File: src/rtl/boot_loader.sv
`default_nettype none
// ============================================================================
// Module   : boot_loader
// Purpose  : Byte-stream program loader. Receives a 16-bit little-endian word
//            count N followed by N*BPW image bytes over a valid/ready byte
//            interface. Each completed word is written little-endian into
//            instruction memory from address 0 upward. The CPU is held in
//            reset until the image is complete.
// Ports    : clk, rst        - clock (rising edge), async active-high reset
//            in_data/valid   - image byte stream input
//            in_ready        - byte accepted when in_valid & in_ready
//            imem_we/addr/wdata - instruction memory write port (1 cycle/word)
//            cpu_hold        - high keeps the CPU in reset
//            load_done       - image loaded, CPU running
//            overflow        - sticky, image longer than memory depth
//            words_loaded    - words written during the current load
//            reload          - start a new load (honoured only when done)
// Revision : 1.0 - initial release
// ============================================================================
module boot_loader #(
   parameter int DATA_W = 32,
   parameter int ADDR_W = 10
) (
   input  logic              clk,
   input  logic              rst,
   input  logic [7:0]        in_data,
   input  logic              in_valid,
   output logic              in_ready,
   output logic              imem_we,
   output logic [ADDR_W-1:0] imem_addr,
   output logic [DATA_W-1:0] imem_wdata,
   output logic              cpu_hold,
   output logic              load_done,
   output logic              overflow,
   output logic [15:0]       words_loaded,
   input  logic              reload
);

   localparam int BPW    = DATA_W / 8;
   localparam int BIDX_W = (BPW > 1) ? $clog2(BPW) : 1;

   localparam logic [BIDX_W-1:0] c_LAST_BYTE = BIDX_W'(BPW - 1);
   // Wide enough to hold 2^ADDR_W without wrapping.
   localparam logic [32:0]       c_DEPTH     = 33'd1 << ADDR_W;

   typedef enum logic [1:0] {
      HDR_LO = 2'd0,
      HDR_HI = 2'd1,
      DATA   = 2'd2,
      DONE   = 2'd3
   } state_t;

   state_t              r_state,     w_state;
   logic [15:0]         r_n,         w_n;
   logic [BIDX_W-1:0]   r_byte_idx,  w_byte_idx;
   logic [15:0]         r_word_idx,  w_word_idx;
   logic [DATA_W-1:0]   r_word,      w_word;
   logic                r_we,        w_we;
   logic [ADDR_W-1:0]   r_addr,      w_addr;
   logic [DATA_W-1:0]   r_wdata,     w_wdata;
   logic                r_hold,      w_hold;
   logic                r_done,      w_done;
   logic                r_ovf,       w_ovf;
   logic [15:0]         r_loaded,    w_loaded;
   logic                r_ready,     w_ready;

   logic                w_accept;
   logic [DATA_W-1:0]   w_asm;
   logic                w_in_range;
   logic                w_last_word;

   assign w_accept    = in_valid & r_ready;
   assign w_in_range  = ({17'd0, r_word_idx} < c_DEPTH);
   assign w_last_word = (r_word_idx == (r_n - 16'd1));

   // Partial word with the incoming byte dropped into its lane.
   always_comb begin
      w_asm = r_word;
      w_asm[8*r_byte_idx +: 8] = in_data;
   end

   always_comb begin
      w_state    = r_state;
      w_n        = r_n;
      w_byte_idx = r_byte_idx;
      w_word_idx = r_word_idx;
      w_word     = r_word;
      w_we       = 1'b0;
      w_addr     = r_addr;
      w_wdata    = r_wdata;
      w_hold     = r_hold;
      w_done     = r_done;
      w_ovf      = r_ovf;
      w_loaded   = r_loaded;

      case (r_state)
         HDR_LO: begin
            if (w_accept) begin
               w_n[7:0] = in_data;
               w_state  = HDR_HI;
            end
         end
         HDR_HI: begin
            if (w_accept) begin
               w_n[15:8]  = in_data;
               w_byte_idx = '0;
               w_word_idx = '0;
               w_word     = '0;
               w_state    = ({in_data, r_n[7:0]} == 16'd0) ? DONE : DATA;
            end
         end
         DATA: begin
            if (w_accept) begin
               if (r_byte_idx == c_LAST_BYTE) begin
                  w_byte_idx = '0;
                  w_word     = '0;
                  w_word_idx = r_word_idx + 16'd1;
                  if (w_in_range) begin
                     w_we     = 1'b1;
                     w_addr   = r_word_idx[ADDR_W-1:0];
                     w_wdata  = w_asm;
                     w_loaded = r_loaded + 16'd1;
                  end else begin
                     // Excess words are drained but never written.
                     w_ovf = 1'b1;
                  end
                  if (w_last_word) begin
                     w_state = DONE;
                  end
               end else begin
                  w_word     = w_asm;
                  w_byte_idx = r_byte_idx + BIDX_W'(1);
               end
            end
         end
         DONE: begin
            if (reload) begin
               w_state    = HDR_LO;
               w_hold     = 1'b1;
               w_done     = 1'b0;
               w_ovf      = 1'b0;
               w_loaded   = '0;
               w_n        = '0;
               w_byte_idx = '0;
               w_word_idx = '0;
               w_word     = '0;
            end else begin
               // One cycle after entry, so the final write lands while held.
               w_hold = 1'b0;
               w_done = 1'b1;
            end
         end
         default: begin
            w_state = HDR_LO;
         end
      endcase

      // Registered copy of the next state's decode keeps in_ready glitch-free.
      w_ready = (w_state != DONE);
   end

   always_ff @(posedge clk or posedge rst) begin
      if (rst) begin
         r_state    <= HDR_LO;
         r_n        <= '0;
         r_byte_idx <= '0;
         r_word_idx <= '0;
         r_word     <= '0;
         r_we       <= 1'b0;
         r_addr     <= '0;
         r_wdata    <= '0;
         r_hold     <= 1'b1;
         r_done     <= 1'b0;
         r_ovf      <= 1'b0;
         r_loaded   <= '0;
         r_ready    <= 1'b1;
      end else begin
         r_state    <= w_state;
         r_n        <= w_n;
         r_byte_idx <= w_byte_idx;
         r_word_idx <= w_word_idx;
         r_word     <= w_word;
         r_we       <= w_we;
         r_addr     <= w_addr;
         r_wdata    <= w_wdata;
         r_hold     <= w_hold;
         r_done     <= w_done;
         r_ovf      <= w_ovf;
         r_loaded   <= w_loaded;
         r_ready    <= w_ready;
      end
   end

   assign in_ready     = r_ready;
   assign imem_we      = r_we;
   assign imem_addr    = r_addr;
   assign imem_wdata   = r_wdata;
   assign cpu_hold     = r_hold;
   assign load_done    = r_done;
   assign overflow     = r_ovf;
   assign words_loaded = r_loaded;

endmodule
`default_nettype wire

File: config.mk
export PLATFORM = sky130hd
export DESIGN_NAME = boot_loader
export DESIGN_NICKNAME = d
export VERILOG_FILES = /design/src/rtl/boot_loader.sv
export SDC_FILE = /design/constraint.sdc
export NUM_CORES = 1
export LEC_CHECK = 0
export ABC_AREA = 0
export CAP_MARGIN = 15
export CORE_MARGIN = 10
export CORE_UTILIZATION = 50
export DETAILED_ROUTE_END_ITERATION = 10
export HOLD_SLACK_MARGIN = 0.02
export PLACE_DENSITY = 0.73
export SLEW_MARGIN = 15
export SYNTH_ARGS = -nofsm -noshare
export SYNTH_HDL_FRONTEND = slang
export SYNTH_SLANG_ARGS = --single-unit
File: constraint.sdc
create_clock -name clk -period 6.8 [get_ports clk]
set_clock_uncertainty 0.2 [all_clocks]
set_input_delay 2.04 -clock clk [delete_from_list [all_inputs] [get_ports clk]]
set_output_delay 2.04 -clock clk [all_outputs]
set_load 0.01 [all_outputs]
Word level (Yosys, flattened, before mapping)
Cells that the tools add are included.

storage, ports and cells
  input bits = 12
  register bits after elaboration = 131
  output and inout port bits = 63

operators by class
  shift-type cells = 2
  reductions and logical operators = 13
  equality and inequality tests = 13
  add/subtract/negate cells = 5
  magnitude comparators = 1
  bitwise logic cells = 1
  mux-type cells = 42

operators with widths
  cell                                                                            count
  32-bit two-way mux                                                              4
  16-bit two-way mux                                                              7
  32-bit case mux with 3 select lines                                             1
  16-bit case mux with 3 select lines                                             1
  5-bit negator with 34-bit output                                                1
  8-bit by 34-bit variable shift with 32-bit output, first input constant         1
  8-bit by 34-bit indexed part select with 32-bit output                          1
  16-bit by 1-bit adder with 16-bit output, second input constant                 2
  32-bit bitwise mux                                                              1
  16-bit case mux with 2 select lines                                             1
  8-bit case mux with 2 select lines                                              2
  2-bit two-way mux                                                               10
  16-bit == test                                                                  1
  16-bit logical NOT                                                              1
  16-bit by 11-bit less-than comparator with 1-bit output, second input constant  1
  2-bit != test, second input constant                                            8
  16-bit by 1-bit subtractor with 16-bit output, second input constant            1
  5-bit AND reduction                                                             3
  1-bit two-way mux                                                               11
  8-bit two-way mux                                                               1
  2-bit case mux with 4 select lines                                              1
  4-bit AND reduction                                                             2
  2-bit == test, second input constant                                            3
  2-bit case mux with 3 select lines                                              1
  other kinds (8)                                                                 11

Longest topological paths before layout
  depth in word-level cells = 7
  depth in mapped cells = 9
  depth with buffers taken out = 8

Least setup slack after synthesis
Ideal clock, no wire load.

  path type = input to register
  from = in in_valid
  to = reg r_word_idx[9]
  slack = 3.226 ns
  stages on the path = 6
  data arrival time = 3.243 ns
  cells stage by stage = and3b_1 -> o21ai_1 -> a211oi_1 -> and3_1 -> xnor2_1 -> nor2_1

on the way
  word-level cells in the longest chain between the ends = 3
  elaborated cells on any way between the ends = 4

RTL lines
  item                                      line  source
  start, declared                           27    input logic in_valid,
  1-bit AND (*)                             72    assign w_accept = in_valid & r_ready;
  2-bit != test (no source line)            -
  5-bit AND reduction (no source line) (*)  -
  end signal, assigned                      181   r_word_idx <= w_word_idx;
  end, declared                             56    logic [15:0] r_word_idx, w_word_idx;

Every way passes the cells marked *; elsewhere a longest branch is shown, timed or not.
A chain may end at the register's enable or synchronous reset.

Worst setup path in the final report
  from = in in_valid
  to = reg r_word_idx[13]

Same word-level chain as after synthesis.

==> results.cfg <==
[worst_setup_path]
path_depth = 6
cp.buffers_inverters = 1
reg2regPathDepth = 6
timing.rr.end = r_word[6]
crit_fanout = 27
critPathRequiredTime_ns = 6.93
crit_start = in_valid
cpMaxStageDelayCell = o21a_1
rrSetupSlack_ns = 3.78
critical_path_class = in2reg
r2r_start = r_byte_idx[0]
cpPeakStageDelay_ns = 0.77
cp_cell_sequence = clkdlybuf4s50_1 -> and3b_1 -> o21a_1 -> o2111ai_1 -> or3_1 -> a21oi_1
critPathCapture = r_word_idx[13]
endpoint_kind = register
cp_top_family = compound AO/OA/AOI/OAI gates
worstPathArrival_ns = 4.54
startpoint_type = input pin

[cells_and_area]
antenna_cells = 0
nets = 742
syn_to_final_growth_pct = 22.3
fin_cells = 906
n_fill_cell = 1079
final_util_pct = 62.3
drive_gt1_share_pct = 8.04
fin_area_um2 = 7830

[timing]
hold_viol = 0
rsz0062_at_grt = false
drv_slew = 0
fmax_mhz = 227
min_period_over_period_pct = 64.8
post-route-min-period_ns = 4.41
finalSetupViolations = 0
slew_headroom_pct = 33.5
fin_tns_setup_ns = 0
worst_pin_slew_ns = 0.990

[routing]
drcViolationCount = 0
vias = 5163
drt-total-wl_um = 16500
wl_per_cell_um = 18.2
firstDrtPassIters = 6
drt_iter0_markers = 568
ant_nets = 0
routed_via_density = 5.70

[die]
rows = 41
die_y_um = 133
die_w_um = 133
start_util_pct = 51.0
core_area_um2 = 12600
dieArea_um2 = 17700
io_pins = 75

[global_route]
grt_pass1_wl_um = 27400
grt_pass1_vias = 5259
grt_use_total_pct = 18.9
grt-ovfl-total = 0
antenna_found_initial = 0
grt_max_degree = 91

[run_status]
status = completed

[yosys]
syn_inst = 667
yosys_register_bits = 131
synth.most_common_cell = dfrtp_1
synth_top_area_cell = dfrtp_1
synth_cell_types = 58
synthTopCellsByArea = dfrtp_1, a21oi_1, a22o_1
syn_avg_cell_area_um2 = 9.60
synth_top_cell_area_share_pct = 50.4
synth_warnings = 0
synth-main-ff-cell = dfrtp_1
syn_nets = 688
async_flop_share_pct = 100
synth_edf_count = 0
seq_area_frac_synth_pct = 51.2
syn_area_um2 = 6400
synth_commonest_cells = dfrtp_1, a21oi_1, nor2_1

[power]
power_mw = 3.06
power.density_nw_per_um2 = 390
worst_ir_drop_vdd_uv = 231
leakage_nw = 3.46

[clock_tree]
cts_tree = yes
clock_path_buffers = 2
cts-root-buf = clkbuf_16
ctsResizeCount = 0
clkSinkCount = 131
cts_setup_buffers = 0
cts_made_buffers = 17
insertion_delay_ns = 0.43
cts_hold_buf = 0
path_clk_slew_ns = 0.06
htreeDepth = 4

[place]
place_inst = 874
dp_hpwl_um = 11000
place_area_um2 = 7220
portBuffers = 74
gp_congestion = 0.903

[hold_path]
hold_class = reg2reg

[run]
max_cap_viol_count = 0
worst min-delay path: cells and delay by family (launching register included):
family        cells  cell delay [ns]
simple gates      2             0.10
flops             1             0.37
state kept, by name, summed over array words and instances (netlist names), 2 cells and up:
| register | flops |
|---|---|
| r_word | 32 |
| r_byte_idx | 2 |
| r_word_idx | 16 |
| words_loaded | 16 |
| imem_addr | 10 |
| r_n | 16 |
| imem_wdata | 32 |
| r_state | 2 |
cell usage in the layout, fill, tap and decap left out, drive strengths merged, types with 25 or more instances in the layout:
cell type,n
a21oi,78
a22o,32
nand2,61
dfrtp,129
o21ai,25
nor2b,38
clkdlybuf4s50,74
nor2,72
layer usage:
metal / GRT usage [%] / wire length [um]
met5: 0 / 0
met4: 7.26 / 338
met3: 5.45 / 876
met2: 30.2 / 8070
met1: 23.7 / 7200
where the power goes:
part           leakage [nW]  switching (mW)  internal [mW]
combinational          1.41           0.537          0.444
sequential             1.75           0.185          0.964
clock                 0.288           0.348          0.578
total                  3.46            1.07           1.99
worst min-delay path by stage:
| stage | start | end | cells past startpoint |
|---|---|---|---|
| global route | cpu_hold | cpu_hold | 2 |
| detailed placement | cpu_hold | cpu_hold | 2 |
| floorplan | r_n[15] | r_n[15] | 2 |
| CTS | cpu_hold | cpu_hold | 2 |
| global placement | cpu_hold | cpu_hold | 2 |
| finish | cpu_hold | cpu_hold | 2 |
layout make-up:
class	instances	area [um^2]	area share, %
flip-flops and latches	131	3280	41.9
multi-input cells	478	2900	37.0
repair buffers	78	771	9.84
clock buffers	21	480	6.14
well taps	172	215	2.75
clock inverters	11	126	1.61
inverters	15	61.3	0.783
per-stage QoR:
step           hold WS (ns)  setup WS, ns
3_5_place_dp          0.266          1.97
5_1_grt               0.288          2.22
3_3_place_gp          0.251          2.10
2_1_floorplan         0.258          1.07
6_report              0.267          2.39
4_1_cts               0.275          2.38
cell families (layout without fill, tap and decap cells):
| family | count (synthesis) | after routing | synth area share (%) |
|---|---|---|---|
| simple gates | 260 | 260 | 20.7 |
| mux | 12 | 12 | 2.07 |
| fa+ha+maj | 9 | 9 | 1.76 |
| buf+inv | 58 | 125 | 3.67 |
| compound gates | 161 | 161 | 15.7 |
| flops | 131 | 131 | 51.2 |
| xor+xnor | 36 | 36 | 4.92 |
(Power assumes the default switching activity.)
